**config.mk**
```make
export PLATFORM = sky130hd
export DESIGN_NAME = hex_scan_ctrl
export DESIGN_NICKNAME = d
export VERILOG_FILES = /design/src/rtl/hex_scan_pkg.sv /design/src/rtl/seg7_bcd_dec.sv /design/src/rtl/hex_scan_ctrl.sv
export SDC_FILE = /design/constraint.sdc
export NUM_CORES = 1
export LEC_CHECK = 0
export ABC_CLOCK_PERIOD_IN_PS = 2200
export CELL_PAD_IN_SITES_DETAIL_PLACEMENT = 1
export CELL_PAD_IN_SITES_GLOBAL_PLACEMENT = 1
export CORE_UTILIZATION = 40
export CTS_CLUSTER_SIZE = 25
export DETAILED_ROUTE_END_ITERATION = 10
export HOLD_SLACK_MARGIN = 0.05
export PLACE_DENSITY = 0.79
export SYNTH_ARGS = -nofsm -noshare
export SYNTH_HDL_FRONTEND = slang
export SYNTH_SLANG_ARGS = --single-unit
```
**constraint.sdc**
```tcl
create_clock -name clk -period 2.2 [get_ports clk]
set_input_delay 0.55 -clock clk [delete_from_list [all_inputs] [get_ports clk]]
set_output_delay 0.55 -clock clk [all_outputs]
set_load 0.005 [all_outputs]
```
**src/rtl/hex_scan_pkg.sv**
```systemverilog
// Shared types and constants for the multiplexed 7-segment scan controller.
// Segment constants are active high, bit order g..a.
package hex_scan_pkg;

  localparam int NDIG_DEFAULT = 4;

  typedef enum logic {
    SHOW  = 1'b0,
    BLANK = 1'b1
  } scan_state_t;

  localparam logic [6:0] SEG_0   = 7'h3F;
  localparam logic [6:0] SEG_1   = 7'h06;
  localparam logic [6:0] SEG_2   = 7'h5B;
  localparam logic [6:0] SEG_3   = 7'h4F;
  localparam logic [6:0] SEG_4   = 7'h66;
  localparam logic [6:0] SEG_5   = 7'h6D;
  localparam logic [6:0] SEG_6   = 7'h7D;
  localparam logic [6:0] SEG_7   = 7'h07;
  localparam logic [6:0] SEG_8   = 7'h7F;
  localparam logic [6:0] SEG_9   = 7'h6F;
  localparam logic [6:0] SEG_OFF = 7'h00;

endpackage

```
**src/rtl/seg7_bcd_dec.sv**
```systemverilog
// Combinational BCD to active-high 7-segment decoder (g..a).
// Codes above 9 produce a blank digit.
module seg7_bcd_dec
  import hex_scan_pkg::*;
(
  input  logic [3:0] i_bcd,
  output logic [6:0] o_seg
);

  always_comb begin
    // NOTE: default assignment first so no path through the case leaves o_seg unassigned (no latch).
    o_seg = SEG_OFF;
    case (i_bcd)
      4'd0:    o_seg = SEG_0;
      4'd1:    o_seg = SEG_1;
      4'd2:    o_seg = SEG_2;
      4'd3:    o_seg = SEG_3;
      4'd4:    o_seg = SEG_4;
      4'd5:    o_seg = SEG_5;
      4'd6:    o_seg = SEG_6;
      4'd7:    o_seg = SEG_7;
      4'd8:    o_seg = SEG_8;
      4'd9:    o_seg = SEG_9;
      default: o_seg = SEG_OFF;
    endcase
  end

endmodule

```
**src/rtl/hex_scan_ctrl.sv**
```systemverilog
// Multiplexed NDIG-digit 7-segment scanner with dead-time blanking and a
// frame-synchronous double-buffered load port. Define LZ_BLANK_EN for leading-zero suppression.
module hex_scan_ctrl
  import hex_scan_pkg::*;
#(
  parameter int NDIG      = NDIG_DEFAULT,
  parameter int DIV       = 50000,
  parameter int BLANK_CYC = 8
) (
  input  logic                clk,
  input  logic                rst_n,
  input  logic                load_valid,
  output logic                load_ready,
  input  logic [4*NDIG-1:0]   load_data,
  input  logic [NDIG-1:0]     load_dp,
  output logic [6:0]          seg_n,
  output logic                dp_n,
  output logic [NDIG-1:0]     dig_n,
  output logic                frame_done
);

  localparam int IDX_W   = $clog2(NDIG);
  localparam int CNT_MAX = (DIV > BLANK_CYC) ? DIV : BLANK_CYC;
  localparam int CNT_W   = $clog2(CNT_MAX);

  localparam logic [CNT_W-1:0] SHOW_LAST  = CNT_W'(DIV - 1);
  localparam logic [CNT_W-1:0] BLANK_LAST = CNT_W'(BLANK_CYC - 1);
  localparam logic [IDX_W-1:0] IDX_LAST   = IDX_W'(NDIG - 1);

  scan_state_t             r_state;
  logic [CNT_W-1:0]        r_cnt;
  logic [IDX_W-1:0]        r_idx;

  logic [NDIG-1:0][3:0]    r_disp_data;
  logic [NDIG-1:0]         r_disp_dp;
  logic [NDIG-1:0][3:0]    r_shadow_data;
  logic [NDIG-1:0]         r_shadow_dp;
  logic                    r_pending;

  logic [6:0]              r_seg_n;
  logic                    r_dp_n;
  logic [NDIG-1:0]         r_dig_n;
  logic                    r_frame_done;

  logic                    w_boundary;
  logic                    w_accept;
  logic [3:0]              w_cur_bcd;
  logic [6:0]              w_seg;
  logic [NDIG-1:0]         w_dig_sel;
  logic [NDIG-1:0]         w_lz_mask;

  assign w_boundary = (r_state == BLANK) && (r_cnt == BLANK_LAST) && (r_idx == IDX_LAST);
  assign w_accept   = load_valid && !r_pending;
  assign w_cur_bcd  = r_disp_data[r_idx];
  assign w_dig_sel  = ~(NDIG'(1) << r_idx);

  seg7_bcd_dec u_dec (
    .i_bcd (w_cur_bcd),
    .o_seg (w_seg)
  );

`ifdef LZ_BLANK_EN
  // Mask bit i is set when digit i and every digit above it are zero; digit 0 always shows.
  logic w_upper_zero;
  always_comb begin
    w_lz_mask    = '0;
    w_upper_zero = 1'b1;
    for (int i = NDIG - 1; i >= 1; i--) begin
      w_upper_zero = w_upper_zero && (r_disp_data[i] == 4'd0);
      w_lz_mask[i] = w_upper_zero;
    end
  end
`else
  assign w_lz_mask = '0;
`endif

  always_ff @(posedge clk or negedge rst_n) begin
    if (!rst_n) begin
      r_state      <= SHOW;
      r_cnt        <= '0;
      r_idx        <= '0;
      r_seg_n      <= 7'h7F;
      r_dp_n       <= 1'b1;
      r_dig_n      <= '1;
      r_frame_done <= 1'b0;
    end else begin
      // NOTE: non-blocking assignments so every register samples pre-edge values, like real flops.
      r_frame_done <= w_boundary;
      case (r_state)
        SHOW: begin
          r_dig_n <= w_dig_sel;
          r_seg_n <= w_lz_mask[r_idx] ? ~SEG_OFF : ~w_seg;
          r_dp_n  <= ~r_disp_dp[r_idx];
          if (r_cnt == SHOW_LAST) begin
            r_state <= BLANK;
            r_cnt   <= '0;
          end else begin
            r_cnt <= r_cnt + 1'b1;
          end
        end
        BLANK: begin
          r_dig_n <= '1;
          r_seg_n <= 7'h7F;
          r_dp_n  <= 1'b1;
          if (r_cnt == BLANK_LAST) begin
            r_state <= SHOW;
            r_cnt   <= '0;
            r_idx   <= (r_idx == IDX_LAST) ? '0 : r_idx + 1'b1;
          end else begin
            r_cnt <= r_cnt + 1'b1;
          end
        end
      endcase
    end
  end

  // Shadow buffer: at most one pending value; it replaces the display only at a frame boundary.
  always_ff @(posedge clk or negedge rst_n) begin
    if (!rst_n) begin
      // NOTE: display/shadow storage is reset because a blank or stale frame after reset must be defined.
      r_disp_data   <= '0;
      r_disp_dp     <= '0;
      r_shadow_data <= '0;
      r_shadow_dp   <= '0;
      r_pending     <= 1'b0;
    end else if (w_boundary && r_pending) begin
      r_disp_data <= r_shadow_data;
      r_disp_dp   <= r_shadow_dp;
      r_pending   <= 1'b0;
    end else if (w_accept) begin
      r_shadow_data <= load_data;
      r_shadow_dp   <= load_dp;
      r_pending     <= 1'b1;
    end
  end

  assign load_ready = ~r_pending;
  assign seg_n      = r_seg_n;
  assign dp_n       = r_dp_n;
  assign dig_n      = r_dig_n;
  assign frame_done = r_frame_done;

endmodule

```
Word level (Yosys, flattened, before mapping)
Memories as Yosys holds them, arrays and structs flattened.
Index checks and enable logic that the tools add are counted.
W data, S select, Z words.
{"block": "op_classes", "order_cmp": 1, "reduce_logical": 8, "mux": 19, "addsub": 2, "shift": 1, "eq_ne": 3, "n_bitwise": 6}
{"operator": "$mux W16", "count": 2}
{"operator": "$pmux W16 S2", "count": 1}
{"operator": "$add A16 B1 Y16 const B", "count": 1}
{"operator": "$eq A16 B16 Y1 const B", "count": 1}
{"operator": "$eq A16 B3 Y1 const B", "count": 1}
{"operator": "$pmux W7 S2", "count": 1}
{"operator": "$bmux W4 S2", "count": 1}
{"operator": "$pmux W4 S2", "count": 1}
{"operator": "$mux W7", "count": 1}
{"operator": "$not A7 Y7", "count": 1}
{"operator": "$mux W1", "count": 6}
{"operator": "$bmux W1 S2", "count": 2}
{"operator": "$logic_and A1 B1 Y1", "count": 4}
{"operator": "$mux W4", "count": 1}
{"operator": "$not A1 Y1", "count": 4}
{"operator": "$not A4 Y4", "count": 1}
{"operator": "$pmux W1 S2", "count": 2}
{"operator": "$reduce_and A2 Y1", "count": 2}
{"operator": "$shl A1 B2 Y4 const A", "count": 1}
{"operator": "$lt A2 B3 Y1 const B", "count": 1}
{"operator": "$add A2 B1 Y2 const B", "count": 1}
{"operator": "$eq A2 B2 Y1 const B", "count": 1}
{"operator": "$mux W2", "count": 1}
{"operator": "$reduce_bool A2 Y1", "count": 1}
{"operator": "$logic_not A1 Y1", "count": 1}
{"block": "totals", "romBits": 112, "inputBits": 23, "n_memories": 1, "reg_bits": 73, "elab_cells": 59}
{"memory": "(no name shown)", "depth": 16, "word_bits": 7, "rd": 1, "rd_ports_with_merged_regs": 0, "wr": 0, "line_no": "seg7_bcd_dec.sv:13", "source": "case (i_bcd)"}

Logic depth before layout (Yosys ltp)
{"block": "depth", "depth_word": 6, "mapped_depth": 7}

Modules after synthesis
A second synthesis with hierarchy kept.
{"block": "hier_totals", "hier_cells": 244, "area_unflattened_um2": 3354.5}
{"mod": "hex_scan_ctrl", "cells_each": 218, "seq_area_each_um2": 1841.8, "area_per_inst_um2": 3153.0, "n_inst": 1}
{"mod": "seg7_bcd_dec", "cells_each": 26, "seq_area_each_um2": 0.0, "area_per_inst_um2": 201.4, "n_inst": 1}

Least setup slack after synthesis
Ideal clock, no wire load.
{"block": "synth_timing", "path_type": "reg-to-reg", "from": "reg r_cnt[3]", "to": "reg r_disp_data[11] in the netlist's numbering", "arrival_ps": 1714, "stages_incl_launch_ff": 6, "slack_ps": 361, "path_cell_list": "dfrtp_1 > nor4_1 > nand3_1 > nor3_2 > buf_6 > mux2_2"}
{"block": "synth_between", "elab_chain_len": 4}
{"element": "start: declaration", "line_no": "hex_scan_ctrl.sv:31", "source": "logic [CNT_W-1:0] r_cnt;"}
{"element": "start signal: assignment", "line_no": "hex_scan_ctrl.sv:98", "source": "r_cnt <= r_cnt + 1'b1;"}
{"element": "start signal: assignment", "line_no": "hex_scan_ctrl.sv:110", "source": "r_cnt <= r_cnt + 1'b1;"}
{"element": "$eq A16 B3 Y1", "line_no": "hex_scan_ctrl.sv:52", "source": "assign w_boundary = (r_state == BLANK) && (r_cnt == BLANK_LAST) && (r_idx == IDX_LAST);"}
{"element": "$logic_and A1 B1 Y1 (2 in series)", "line_no": "hex_scan_ctrl.sv:52"}
{"element": "$logic_and A1 B1 Y1", "line_no": "hex_scan_ctrl.sv:126", "source": "end else if (w_boundary && r_pending) begin"}
{"element": "end signal: assignment", "line_no": "hex_scan_ctrl.sv:127", "source": "r_disp_data <= r_shadow_data;"}
{"element": "end: declaration", "line_no": "hex_scan_ctrl.sv:34", "source": "logic [NDIG-1:0][3:0] r_disp_data;"}
No other way between the ends.
A chain may end at the register's enable or synchronous reset.

Worst setup path in the final report
{"block": "layout_timing", "from": "reg r_cnt[14]", "to": "reg r_disp_data[13] in the netlist's numbering"}
Same word-level chain as after synthesis.

==> impl_metrics.toml <==
[outcome]
status = "complete, no violations"

[timing]
finalSetupViolCount = 0
max_freq_mhz = 494.6
tns_ns = 0
maxSlewViolCount = 0
finalCritPeriodShare_pct = 91.90
skew_ns = 0.008817
hold_viol = 0
rsz0062_at_grt = "false"
min_period_ns = 2.022
worstMarginPinSlew_ns = 0.4328
relSlewSlack_pct = 70.88

[synthesis]
synth_area_per_cell_um2 = 13.29
synth_top_area_cell = "dfrtp_1"
synth_top_area_share_pct = 48.45
yosysWarnings = 0
synthCells = 237
synthAdderAreaFrac_pct = 3.971
syn_area_um2 = 3151
synth_mux_area_share_pct = 18.86
synth-compound-area-share_pct = 2.859
yosys.area_share.xor_xnor_pct = 3.892
yosysSeqAreaShare_pct = 58.46
async_flop_share_pct = 100.0
synthSimpleGateAreaFrac_pct = 9.373
synth_edf_count = 0
synth_area_leaders = "dfrtp_1, mux2_2, dfstp_2"
synth_flop_cell = "dfrtp_1"
synth_nets = 270
synth-seq-cells = 73
synth_cell_types = 35
synth_top_family_by_area = "multiplexers"

[die]
placementRows = 31
fp.dieW_um = 90.75
die-area_um2 = 8236
pin_count = 37
core_area_um2 = 7447
start_util_pct = 42.31
die_h_um = 90.75

[route]
post_drt_wl_per_cell_um = 15.97
drc_errors = 0
drtIter0Drc = 107
vias = 1955
vias_per_cell = 5.013
wirelength_um = 6227
dr.pass1.iters = 4
ant_nets = 0

[grt]
grtUsageTotal_pct = 17.37
grt_pass1_wl_um = 11000
overflow = 0
grt_max_degree = 74
antenna_found_initial = 0
grt_pass1_vias = 2122

[layout]
fin_area_um2 = 3875
nets = 319
syn_to_final_growth_pct = 22.99
diodes = 0
drive_above_1_share_pct = 30.24
layout_common_cells = "dfrtp_1, mux2_2, clkdlybuf4s50_1, nor2_1, nand2_1"
final_common_cell = "dfrtp_1"

[flow_run]
cap_viol_max_count = 0

[cts]
cts_setup_buffers = 0
cts_buffers = 9
cts_max_level = 3
cts_tree = "yes"
cts-root-buf = "clkbuf_8"
cts-hold-fix-buffers = 0
cts_resized = 0
cts.path.max_buffers = 2
clk-insertion-delay-late_ns = 0.35
cts.sinks = 73
clkTransAtPathRegs_ns = 0.08

[pwr]
ir_drop_uv = 371.8
powerDensity_nw_per_um2 = 640.8
p_leak_nw = 1.704

[setup_path]
critPathLaunchType = "flip-flop"
cp_data_required_time_ns = 2.43
cp_max_fo = 21
path_class = "reg2reg"
worstPathArrival_ns = 2.25
end_kind = "flip-flop"
rr_worst_depth = 5

[placed_design]
place_area_um2 = 3694
port_buffers = 36
dpl.hpwl_um = 4274
gp_congestion = 0.7564

[worst_hold_path]
min_path_type = "in2async"
==> routing by layer <==
layer	vias up	GRT usage (%)	routed length, um
met5	-	0	0
met3	10	4.293	171
met4	0	6.855	99
li1	925	-	-
met1	983	22.96	2990
met2	37	27.40	2965
==> cells by family after synthesis <==
logic type	count (synthesis)
DFF	73
and+or+nand+nor	59
muxes	48
buffers and inverters	17
AOI/OAI and AO/OA	16
xor gates and xnor gates	14
adders and majority gates	10
==> worst paths after layout <==
kind	slack (ns)	start	end
worst min register to register	0.47	r_cnt[0]	r_cnt[0]
worst max register to register	0.18	r_cnt[14]	r_disp_data[13]
min in group clk	0.47	r_cnt[0]	r_cnt[0]
worst max-delay path	0.18	r_cnt[14]	r_disp_data[13]
max in group asynchronous	1.65	rst_n	dp_n
worst min-delay path	0.22	rst_n	r_shadow_data[14]
==> per-stage QoR <==
step	hold WS (ns)	utilization, %	setup slack [ns]	power [mW]	instances
after detailed placement	0.4626	49.60	0.2250	1.549	374
final	0.2187	52.03	0.1782	2.483	390
after CTS	0.2381	52.03	0.1799	2.506	390
after floorplan	0.2544	-	0.3612	1.461	237
after global routing	0.2295	52.03	0.03186	2.588	390
after global placement	0.4455	49.60	0.2951	1.540	374
==> synth_stat cells (3+ instances only) <==
master	n
ha_1	10
nand3_1	5
nand4_1	4
xnor2_1	7
o21ai_0	7
a21oi_1	4
nor4_1	5
xor2_1	7
mux4_2	5
inv_1	10
nor2_1	17
mux2_2	41
dfrtp_1	61
dfstp_2	12
nand2_1	14
nor3_1	3
==> state kept, by name, summed over array words and instances (netlist names), 2 cells and up <==
signal	cells
r_disp_data	16
seg_n	7
r_shadow_data	16
r_idx	2
dig_n	4
r_shadow_dp	4
r_cnt	16
r_disp_dp	4
==> power by group <==
part	internal (mW)	leakage [nW]	switching [mW]
Clock	0.465	0.0911	0.499
Sequential	1.39	0.926	0.0265
Combinational	0.0676	0.687	0.0405
Total	1.92	1.70	0.566
==> area by class of cell <==
cell class | instances | area (um2)
Sequential cell | 73 | 1842
Timing Repair Buffer | 45 | 460.4
Fill cell | 778 | 3572
Tap cell | 99 | 123.9
Clock inverter | 5 | 30.03
Multi-Input combinational cell | 147 | 1230
Inverter | 10 | 37.54
Clock buffer | 11 | 151.4
==> worst max-delay path, stage by stage (launching register included) <==
cell	delay, ns
dfrtp_1	0.43
nor4_1	0.44
nand3_1	0.18
nor3_2	0.28
buf_12	0.21
mux2_2	0.36
Power figures use the tool's default switching activity.
